`src/rtl/osc_trap_pkg.sv`:
```
// osc_trap_pkg: shared region names and state-space helpers for the oscillate/climb/trap channels
package osc_trap_pkg;
  typedef enum logic [1:0] {REG_LOW, REG_CLIMB, REG_TRAP} osc_region_e;
  function automatic int osc_h(input int w);
    return 1 << (w - 1);
  endfunction
  function automatic int osc_max(input int w);
    return (1 << w) - 1;
  endfunction
endpackage

```
`src/rtl/osc_trap_ch.sv`:
```
// osc_trap_ch: one channel that toggles 0/1 low, climbs from H on kick, and traps at MAX (clr releases under OSC_TRAP_CLEAR_EN)
module osc_trap_ch
  import osc_trap_pkg::*;
#(
  parameter int W = 2
) (
  input  logic         clk,
  input  logic         reset,
  input  logic         en,
  input  logic         kick,
  input  logic         clr,
  output logic [W-1:0] state,
  output logic         trap,
  output logic         trap_enter
);
  localparam logic [W-1:0] H = W'(osc_h(W));
  localparam logic [W-1:0] MAX = W'(osc_max(W));
  osc_region_e region;
  logic [W-1:0] hold, next;
`ifdef OSC_TRAP_CLEAR_EN
  assign hold = clr ? '0 : state;
`else
  logic unused_clr;
  assign unused_clr = clr;
  assign hold = state;
`endif
  always_ff @(posedge clk)
    state <= !reset ? '0 : next;
  always_comb begin
    region = state == MAX ? REG_TRAP : state >= H ? REG_CLIMB : REG_LOW;
    next = !en ? state :
           region == REG_TRAP  ? hold :
           region == REG_CLIMB ? state + 1'b1 :
           kick                ? H :
           state == '0         ? W'(1) : '0;
  end
  always_comb begin
    trap = state == MAX;
    trap_enter = next == MAX && state != MAX;
  end
endmodule

```
`src/rtl/osc_trap_fsm_array.sv`:
```
// osc_trap_fsm_array: N_CH independent trap channels with aggregate flag, saturating trap-cycle count
// and sticky first-trap capture; OSC_TRAP_CLEAR_EN enables per-channel trap release via clr.
module osc_trap_fsm_array
  import osc_trap_pkg::*;
#(
  parameter int W = 2,
  parameter int N_CH = 4,
  parameter int CNT_W = 8,
  localparam int IDX_W = N_CH > 1 ? $clog2(N_CH) : 1
) (
  input  logic              clk,
  input  logic              reset,
  input  logic [N_CH-1:0]   en,
  input  logic [N_CH-1:0]   kick,
  input  logic [N_CH-1:0]   clr,
  output logic [N_CH*W-1:0] state_o,
  output logic [N_CH-1:0]   trap_o,
  output logic              any_trap_o,
  output logic [CNT_W-1:0]  trap_cnt_o,
  output logic              first_vld_o,
  output logic [IDX_W-1:0]  first_idx_o
);
  logic [N_CH-1:0] enter;
  logic [IDX_W-1:0] enc_idx;
  for (genvar c = 0; c < N_CH; c++) begin : g_ch
    osc_trap_ch #(.W(W)) u_ch (
      .clk       (clk),
      .reset     (reset),
      .en        (en[c]),
      .kick      (kick[c]),
      .clr       (clr[c]),
      .state     (state_o[c*W +: W]),
      .trap      (trap_o[c]),
      .trap_enter(enter[c])
    );
  end
  assign any_trap_o = |trap_o;
  // scan downward so the lowest entering channel wins
  always_comb begin
    enc_idx = '0;
    for (int i = N_CH - 1; i >= 0; i--)
      if (enter[i]) enc_idx = IDX_W'(i);
  end
  always_ff @(posedge clk) begin
    if (!reset) begin
      trap_cnt_o <= '0;
      first_vld_o <= 1'b0;
      first_idx_o <= '0;
    end else begin
      if (any_trap_o && trap_cnt_o != '1) trap_cnt_o <= trap_cnt_o + 1'b1;
      if (!first_vld_o && |enter) begin
        first_vld_o <= 1'b1;
        first_idx_o <= enc_idx;
      end
    end
  end
endmodule

```
`config.mk`:
```
export PLATFORM = sky130hd
export DESIGN_NAME = osc_trap_fsm_array
export DESIGN_NICKNAME = d
export VERILOG_FILES = /design/src/rtl/osc_trap_pkg.sv /design/src/rtl/osc_trap_ch.sv /design/src/rtl/osc_trap_fsm_array.sv
export SDC_FILE = /design/constraint.sdc
export NUM_CORES = 1
export LEC_CHECK = 0
export ABC_AREA = 1
export CAP_MARGIN = 0
export CORE_UTILIZATION = 25
export CTS_CLUSTER_SIZE = 16
export DETAILED_ROUTE_END_ITERATION = 8
export PLACE_DENSITY = 0.52
export SLEW_MARGIN = 10
export SYNTH_ARGS = -nofsm -noshare
export SYNTH_HDL_FRONTEND = slang
export SYNTH_HIERARCHICAL = 1
export SYNTH_SLANG_ARGS = --single-unit
```
`constraint.sdc`:
```
create_clock -name clk -period 1.7 [get_ports clk]
set_input_delay 0.255 -clock clk [delete_from_list [all_inputs] [get_ports clk]]
set_output_delay 0.255 -clock clk [all_outputs]
set_load 0.02 [all_outputs]
```
==> metrics.txt <==
length in cells of the worst reg-to-reg path=8; wire per inst=9.792 um; Worst Path Buf+Inv=2; first-pass GRT wire length=4.036 mm; antenna fix cells=0; Crit Path Max Fanout=3; post-synthesis cell area=967.2 um2; Initial Utilization=0.2622; Core Util, Final=0.3962; grt peak-use layer=met2; Row Count=22; post-route cell area=1461 um2; Final Critical Period=1614 ps; Rel. slew slack=0.8457; Sum Neg Setup Slack=0 ps; die area=4122 um2; vias per inst=4.322; CP Class=reg2out; Detail Placement HPWL=1.873 mm; share of post-route cells with drive strength above 1=0.1383; Die Wd=64.20 um; status=finished clean; sequential area share after synthesis=0.3933; initial antenna violation count=0; Sink Count=19; Skew-Pair Late Insertion Delay=260 ps; Synth top cells by count=32 x nand2_1, 32 x nor2_1, 19 x dfxtp_1, 18 x inv_1, 6 x nand3_1; Primary FF master, synth=dfxtp_1; hold depth=2; residual DRC count=0; I/O Buffers=33; H-tree depth=1; YS warnings=6; Reg2Reg Setup Slack=270 ps; vias in the first global route=982; Top delay family on crit path=buffers and inverters; Max stage delay cell, worst path=clkdlybuf4s50_1; Async SR Flop Fraction=0; Max Slew Vio Count=0; unrepaired setup endpoints after global routing=false; LEAKAGE=0.6734 nW; critical-path cell list=nand2_1 -> inv_1 -> clkdlybuf4s50_1; Worst Tran Pin Value=230.8 ps; Net count, final=204; gr ovfl total=0; core area=3689 um2; via count=1,020; DP Cell Count=232; clk buf depth=2; Initial DRC Count=29; #FFs+latches synth=19; Layout Cells excl Fill=236; CP required=1440 ps; hold wc startpoint=trap_cnt_o[4]; largest net degree at the start of global routing=12; syn avg cell area=6.717 um2; hold_buf cts=0; Max VDD drop=313.6 uV; met3 Resource Use GR=0.02857; Worst path max stage delay=600 ps; RR Endpoint=trap_cnt_o[1]; cells after synthesis=144; placed inst area=1413 um2; area delta synth->final=51.10%; Hold Fails Final Rpt=0; setup bufs post-CTS=0; gr usage total=0.1252; Synth Net Count=159; maxcap violations=0; CTS Buf Count=3; CTS resizes=2; final period utilization=0.9496; top post-synthesis cells by area=dfxtp_1 39%, nand2_1 12%, nor2_1 12%; Critical Path End Type=output pin; Worst R2R Start=trap_cnt_o[1]; Placer Congestion=0.8675; Yosys cell types=22; met1 usage=0.1438; Ports=38; clock transition at the registers of the reported paths=70 ps; # setup viols final=0; Pwr per Cell Area=728.8 nW/um2; Synth area leader=dfxtp_1; Synth top area share=0.3933; Startpoint Class=flop; grt met2 use=0.2181; Worst Skew=3.911 ps; drt first pass iters=4; CTS tree=yes; hold endpoint=trap_cnt_o[4]; Post-synth EDFFs=0; crit path DAT=1360 ps; Die Y=64.20 um; root buf cell=clkbuf_8; Max Clock Freq=619.5 MHz; overall routed net length=2.311 mm; Routed Antenna Nets=0; Hold/Removal Path Class=reg2reg
## worst register-to-register path, cell delays in order (launching register included)
cell and delay (ps):
dfxtp_1 390, ha_1 270, inv_1 70, nor2_2 160, nand3_2 130, nand2_2 110, inv_1 50, nor2_1 90
nor2_1 50
## state kept, by name (all words and copies together), names as in the netlist
register         cells
g_ch.u_ch/state      8
trap_cnt_o           8
first_vld_o          1
first_idx_o          2
## worst max path at each step
stage | start | endpoint | slack, ps | depth (start not counted)
CTS | g_ch[1].u_ch/state[0] | trap_o[1] | 30 | 3
detailed placement | en[1] | first_idx_o[0] | 70 | 9
finish | g_ch[2].u_ch/state[1] | trap_o[2] | 90 | 3
global placement | en[2] | first_idx_o[0] | 100 | 7
floorplan | g_ch[3].u_ch/state[0] | trap_cnt_o[5] | 220 | 9
global route | g_ch[2].u_ch/state[1] | trap_o[2] | 7 | 3
## cells in the final DEF, fill, tap and decap left out
cell	n
dlymetal6s2s_1	2
buf_4	8
nand2_1	32
or2_2	1
inv_2	4
dfxtp_1	19
a21oi_1	3
inv_1	18
nand4_1	1
a21boi_1	4
clkinv_2	1
nand2_2	2
nor2_1	32
nor3b_2	4
clkbuf_8	3
dlygate4sd2_1	2
a211oi_1	1
o21ai_1	4
nor3_1	2
xor2_1	1
nor2_2	1
clkdlybuf4s50_1	29
nand3_1	6
a21oi_2	1
nand3_2	1
o21ai_0	5
ha_1	1
## area by class of cell
type                       count  area, um2
inverter                      22      82.58
multi-input combinational    102      499.2
clock buffer                   3      41.29
timing repair buffer          41      392.9
tap                           48      60.06
sequential                    19      380.4
fill                         411       2227
clock inverter                 1      5.005
## power by group
group	switching (mW)	internal (mW)
logic	0.128	0.121
registers	0.0252	0.473
clock network	0.155	0.163
## per-stage QoR
| stage | hold slack [ps] | total power [mW] | worst slack (ps) |
|---|---|---|---|
| floorplan | 389.9 | 0.6309 | 216.8 |
| global placement | 481.2 | 0.7551 | 95.11 |
| detailed placement | 482.8 | 0.7608 | 74.67 |
| CTS | 494.7 | 1.082 | 25.49 |
| global route | 533.4 | 1.128 | 6.952 |
| finish | 488.5 | 1.065 | 85.67 |
## cells by family after synthesis
| group | Yosys count | share of synthesized area |
|---|---|---|
| compound gates | 18 | 0.1100 |
| xor+xnor | 1 | 0.009057 |
| fa+ha+maj | 1 | 0.01293 |
| buf+inv | 23 | 0.09054 |
| flops | 19 | 0.3933 |
| simple gates | 82 | 0.3842 |
## layer usage
layer	vias to the layer above	share of wire
met3	3	0.055
met5	-	0
li1	536	-
met4	0	0.016
met1	453	0.46
met2	28	0.47
(Power assumes the default switching activity.)
